### src/rtl/dm_arb_pkg.sv
// Shared encodings for the data-memory arbiter: access sizes, FSM states, port ids.
package dm_arb_pkg;

    localparam logic [1:0] SZ_BYTE = 2'b00;
    localparam logic [1:0] SZ_HALF = 2'b01;
    localparam logic [1:0] SZ_WORD = 2'b10;
    localparam logic [1:0] SZ_ILL  = 2'b11;

    typedef enum logic [1:0] {
        IDLE   = 2'd0,
        ACCESS = 2'd1,
        RESP   = 2'd2
    } state_t;

    localparam logic PORT_CPU = 1'b0;
    localparam logic PORT_DMA = 1'b1;

endpackage

### src/rtl/dm_lane_ctl.sv
// Combinational lane steering: byte enables, replicated write data,
// extracted/extended read data and alignment/size error for one access.
module dm_lane_ctl
    import dm_arb_pkg::*;
(
    input  logic [1:0]  addr_lo,
    input  logic [1:0]  size,
    input  logic [31:0] wdata,
    input  logic [31:0] mem_rd,
    input  logic        sext,
    output logic [3:0]  be,
    output logic [31:0] wd,
    output logic [31:0] rdata,
    output logic        misalign
);

    logic [15:0] lane;

    // Decode size/offset into lane controls and extend the selected read lane.
    always_comb begin
        be       = '0;
        wd       = '0;
        rdata    = '0;
        misalign = 1'b0;
        lane     = 16'(mem_rd >> {addr_lo, 3'b000});
        case (size)
            SZ_BYTE: begin
                be    = 4'b0001 << addr_lo;
                wd    = {4{wdata[7:0]}};
                rdata = {{24{sext & lane[7]}}, lane[7:0]};
            end
            SZ_HALF: begin
                misalign = addr_lo[0];
                be       = addr_lo[1] ? 4'b1100 : 4'b0011;
                wd       = {2{wdata[15:0]}};
                rdata    = {{16{sext & lane[15]}}, lane[15:0]};
            end
            SZ_WORD: begin
                misalign = |addr_lo;
                be       = 4'b1111;
                wd       = wdata;
                rdata    = mem_rd;
            end
            default: begin
                misalign = 1'b1;
            end
        endcase
    end

endmodule

### src/rtl/dm_arbiter.sv
// Round-robin two-port access controller for the single-port data memory.
// One access per three cycles: accept (IDLE) -> memory access -> response.
module dm_arbiter
    import dm_arb_pkg::*;
#(
    parameter int DEPTH_W = 12
)(
    input  logic               clk,
    input  logic               rst,
    input  logic               p0_valid,
    input  logic               p0_we,
    input  logic [31:0]        p0_addr,
    input  logic [1:0]         p0_size,
    input  logic               p0_sext,
    input  logic [31:0]        p0_wdata,
    output logic               p0_ready,
    output logic               p0_rvalid,
    output logic [31:0]        p0_rdata,
    output logic               p0_err,
    input  logic               p1_valid,
    input  logic               p1_we,
    input  logic [31:0]        p1_addr,
    input  logic [1:0]         p1_size,
    input  logic               p1_sext,
    input  logic [31:0]        p1_wdata,
    output logic               p1_ready,
    output logic               p1_rvalid,
    output logic [31:0]        p1_rdata,
    output logic               p1_err,
    output logic               mem_wr,
    output logic [DEPTH_W-1:0] mem_addr,
    output logic [3:0]         mem_be,
    output logic [31:0]        mem_wd,
    input  logic [31:0]        mem_rd
);

    state_t      state, state_nx;
    logic        ptr;
    logic        any_valid;
    logic        win;

    logic        r_we;
    logic [31:0] r_addr;
    logic [1:0]  r_size;
    logic        r_sext;
    logic [31:0] r_wdata;
    logic        r_id;
    logic [31:0] resp_data;
    logic        resp_err;

    logic [3:0]  l_be;
    logic [31:0] l_wd;
    logic [31:0] l_rdata;
    logic        l_misalign;
    logic        range_err;
    logic        err;

    dm_lane_ctl u_lane (
        .addr_lo  (r_addr[1:0]),
        .size     (r_size),
        .wdata    (r_wdata),
        .mem_rd   (mem_rd),
        .sext     (r_sext),
        .be       (l_be),
        .wd       (l_wd),
        .rdata    (l_rdata),
        .misalign (l_misalign)
    );

    assign range_err = |r_addr[31:DEPTH_W+2];
    assign err       = l_misalign | range_err;

    // Arbitration: a lone requester wins; on contention the pointer decides.
    always_comb begin
        any_valid = p0_valid | p1_valid;
        win       = (p0_valid & p1_valid) ? ptr : p1_valid;
    end

    // State register; reset aborts any access in flight.
    always_ff @(posedge clk or negedge rst) begin
        if (!rst) state <= IDLE;
        else      state <= state_nx;
    end

    // Next state and all outputs, decoded from the current state.
    always_comb begin
        state_nx  = state;
        p0_ready  = 1'b0;
        p1_ready  = 1'b0;
        p0_rvalid = 1'b0;
        p1_rvalid = 1'b0;
        p0_rdata  = '0;
        p1_rdata  = '0;
        p0_err    = 1'b0;
        p1_err    = 1'b0;
        mem_wr    = 1'b0;
        mem_addr  = '0;
        mem_be    = '0;
        mem_wd    = '0;
        case (state)
            IDLE: begin
                if (any_valid) begin
                    p0_ready = (win == PORT_CPU);
                    p1_ready = (win == PORT_DMA);
                    state_nx = ACCESS;
                end
            end
            ACCESS: begin
                mem_addr = r_addr[DEPTH_W+1:2];
                mem_wd   = l_wd;
                mem_be   = err ? 4'b0000 : l_be;
                mem_wr   = r_we & ~err;
                state_nx = RESP;
            end
            RESP: begin
                if (r_id == PORT_CPU) begin
                    p0_rvalid = 1'b1;
                    p0_rdata  = resp_data;
                    p0_err    = resp_err;
                end else begin
                    p1_rvalid = 1'b1;
                    p1_rdata  = resp_data;
                    p1_err    = resp_err;
                end
                state_nx = IDLE;
            end
            default: state_nx = IDLE;
        endcase
    end

    // Request latch on grant, round-robin pointer, and response capture.
    always_ff @(posedge clk or negedge rst) begin
        if (!rst) begin
            ptr       <= PORT_CPU;
            r_we      <= 1'b0;
            r_addr    <= '0;
            r_size    <= '0;
            r_sext    <= 1'b0;
            r_wdata   <= '0;
            r_id      <= PORT_CPU;
            resp_data <= '0;
            resp_err  <= 1'b0;
        end else begin
            if (state == IDLE && any_valid) begin
                r_id    <= win;
                ptr     <= ~win;
                r_we    <= win ? p1_we    : p0_we;
                r_addr  <= win ? p1_addr  : p0_addr;
                r_size  <= win ? p1_size  : p0_size;
                r_sext  <= win ? p1_sext  : p0_sext;
                r_wdata <= win ? p1_wdata : p0_wdata;
            end
            if (state == ACCESS) begin
                resp_data <= (r_we | err) ? 32'h0 : l_rdata;
                resp_err  <= err;
            end
        end
    end

endmodule

### config.mk
export PLATFORM = sky130hd
export DESIGN_NAME = dm_arbiter
export DESIGN_NICKNAME = d
export VERILOG_FILES = /design/src/rtl/dm_arb_pkg.sv /design/src/rtl/dm_lane_ctl.sv /design/src/rtl/dm_arbiter.sv
export SDC_FILE = /design/constraint.sdc
export NUM_CORES = 1
export LEC_CHECK = 0
export BUFFER_PORTS_ARGS = -buffer_cell sky130_fd_sc_hd__buf_2
export CORE_UTILIZATION = 35
export DETAILED_ROUTE_END_ITERATION = 10
export PLACE_DENSITY = 0.65
export SLEW_MARGIN = 40
export SYNTH_ARGS = -nofsm -noshare
export SYNTH_HDL_FRONTEND = slang
export SYNTH_SLANG_ARGS = --single-unit
export TNS_END_PERCENT = 100
### constraint.sdc
create_clock -name clk -period 2.2 [get_ports clk]
set_clock_uncertainty 0.1 [all_clocks]
set_input_delay 0.33 -clock clk [delete_from_list [all_inputs] [get_ports clk]]
set_output_delay 0.33 -clock clk [all_outputs]
set_load 0.02 [all_outputs]
==> key figures <==
Floorplan
  – Initial core utilization: 36.01%
  – Core Region: 17420 um2
  – Die ar.: 18460 um2
  – Die height: 135.9 um
  – # rows: 48
  – Top Ports: 291
  – Die Width: 135.9 um

Timing
  – Relative slew margins: about two thirds
  – Fin crit share: 109.3%
  – Worst-margin pin slew: 0.5166 ns
  – Final worst slack: -0.2038 ns
  – Slew Limit Fails: 0
  – Hold Fails Final Rpt: 0
  – Final setup viols: 53
  – Unrepaired setup endpoints after global routing: true
  – FMAX: about 420 MHz
  – Fin Setup TNS: -4.674 ns
  – Final min period: 2.404 ns
  – WHS: around 0.1 ns

Clock network
  – Sink Count: 105
  – Num CTS Buffers: 9
  – Clock buffer depth: 2
  – CTS tree: done
  – Root Buffer: clkbuf_16
  – Worst-path clk slew: 0.07 ns
  – Worst-Skew Late Latency: 0.35 ns
  – H-tree Lvls: 3

Place
  – Final HPWL DP: 15860 um
  – GP Congestion: 0.8275
  – Placed insts: 1141
  – I/O Buffers: 290

Yosys
  – Cells after synthesis: 661
  – Synthesized cell area: between 6000 and 7000 um2
  – Netlist cell types: 43
  – Ys flop type: dfrtp_1
  – Proportion of synthesized chip area in sequential cells: 41.90%
  – Post-Syn Nets: 833
  – #FFs+latches synth: 105
  – Post-synth ARST share: 100.0%
  – Syn Area/Cell: 9.487 um2
  – EDFF count, synth: 0
  – YS warnings: 0

Global routing
  – Pin count of the biggest net entering global routing: 71
  – Initial antenna violation count: 0
  – GR Util All Layers: 24.24%
  – GRT overflow: 0
  – First-pass GRT wire length: 34130 um
  – Vias in the first global route: 6013

Pwr
  – Pleak: approximately 4.5 nW
  – Pwr/cell area: 1296 nW/um2
  – Worst VDD drop: 0.5894 mV

Setup path
  – Slowest library cell on the worst path: or4_4
  – CP max FO: 6
  – Crit. End Element: output pin
  – Reg2reg setup slack: -0.14 ns
  – Critical path class: flop to output pin
  – Family with the most delay on the worst path: simple AND/OR/NAND/NOR gates
  – Critical path startpoint: r_addr[15]
  – Launching point of the worst reg2reg path: r_addr[15]
  – Critical path launch point type: flop
  – Cell Chain, Critical Path: or4_4 -> nor3_2 -> buf_4 -> and3b_2 -> buf_6
  – Reg2reg path depth: 6
  – Worst r2r dst: resp_data[11]
  – Critical path's largest stage delay: 0.56 ns
  – Worst path bufs/invs: 2
  – CP arrival: just under 2 ns
  – Req. time, crit path: roughly 1.8 ns

Route
  – DR iter-0 viols: 432
  – DR vias/cell: approximately 5.5
  – Residual DRC: 0
  – Routed vias: 6568
  – WL final: 23430 um
  – DRT Pass-1 Iters: 5
  – Detail Route Antenna Nets: 0
  – Drt wl/cell: 19.74 um

Cells and area
  – Syn-to-layout area delta: 48.88%
  – Final cell count without fillers: 1187
  – Share of cells above drive strength 1: 47.51%
  – Nets: 1129
  – Fillers: 1593
  – Storage cell area: 2630 um2
  – Antenna cells: 0
  – Multi-input logic area: 3814 um2
  – Most frequent cells in the layout: buf_2, and2_1, dfrtp_1
  – Leading cell type in the layout, fill and taps excluded: buf_2

Hold path
  – Worst min path class: primary input to flop
  – Hold path start: p0_addr[14]
  – Hold EP: r_addr[14]
  – WHS Path Cells: 2

Run status
  – Violated checks: setup timing
  – Outcome: finished, violations left

Job
  – Max-Cap Viols: 0
sequential cells by signal, summed over array words and instances, names as in the netlist, 2 cells and up:
name       count
resp_data     32
r_addr        32
r_size         2
r_wdata       32
state          2
per-stage QoR:
step	cell area, um2	setup slack [ns]	total power, mW	utilization (%)
floorplan	6271	0.03922	7.057	-
global placement	8102	-0.02194	8.927	46.52
detailed placement	8102	-0.1151	9.004	46.52
CTS	8876	-0.1987	11.47	50.96
global route	9336	-0.2805	12.84	53.61
finish	9336	-0.2038	12.10	53.61
worst max path at each step:
stage | to | depth (start not counted)
after floorplan | mem_wd[29] | 7
after CTS | mem_be[0] | 5
final | mem_be[2] | 5
after global routing | mem_be[2] | 6
after detailed placement | resp_data[9] | 6
after global placement | resp_data[11] | 6
worst reg2reg max path, cell delays in order (launching register included):
cell	delay (ns)
dfrtp_1	0.38
or4_4	0.56
buf_6	0.14
a211oi_2	0.12
or4b_4	0.58
buf_12	0.20
o31ai_2	0.17
power by group:
part	total (mW)	internal [mW]	switching, mW	leakage [nW]
Sequential	3.23	2.62	0.610	1.33
Clock	1.63	0.883	0.743	0.139
Combinational	7.25	3.39	3.86	3.04
cell type report:
class	count	area share [%]
multi-input combinational	484	40.85
timing repair buffer	351	24.55
tap	225	3.015
clock buffer	11	2.493
timing repair inverter	1	0.08041
sequential	105	28.17
inverter	5	0.2412
clock inverter	5	0.6031
cells in the mapped netlist (3+ instances only):
master     instances  area (um2)
nand3b_1           9       67.56
a21oi_1           35       175.2
nor2b_1           11       68.82
dfrtp_1          105        2628
clkbuf_1          56       210.2
o31ai_2            3       37.54
a22o_1             7       61.31
buf_1              6       22.52
a211oi_1           9       67.56
nor2_1            30       112.6
a2bb2oi_1         16       140.1
a221o_1           68       680.7
and2_1           155       969.7
o31ai_1            5       37.54
nor4_1             3       18.77
mux2_2             8       90.09
mux2i_1            9       90.09
buf_2              5       25.02
nor3_1             3       15.01
o21ai_0           13       65.06
o2bb2ai_1          9       78.83
a22oi_1           39       292.8
nand2_1           29       108.9
inv_1              4       15.01
metal layers:
| metal | wire length [um] | vias up | GRT usage [%] |
|---|---|---|---|
| met2 | 11310 | 292 | 38.78 |
| met3 | 1365 | 39 | 3.356 |
| met1 | 10160 | 3200 | 33.51 |
| li1 | - | 3037 | - |
| met4 | 586 | 0 | 8.333 |
| met5 | 0 | - | 0 |
logic make-up (layout without fill, tap and decap cells):
family          count (synthesis)  in the layout  synth area share [%]
flops                         105            105                 41.90
simple gates                  253            253                 23.28
buf+inv                        73            373                 4.589
mux                            17             17                 2.873
compound gates                213            214                 27.35
repair_timing:
item                       CTS  global route
resized for setup           85            76
buffers inserted            11            13
hold buffers                 1             0
pin swaps                   10            32
hold endpoints to repair    28             0
cloned                       4             4
setup endpoints to repair   63           121
No activity file was read; power rests on OpenSTA's default activity.
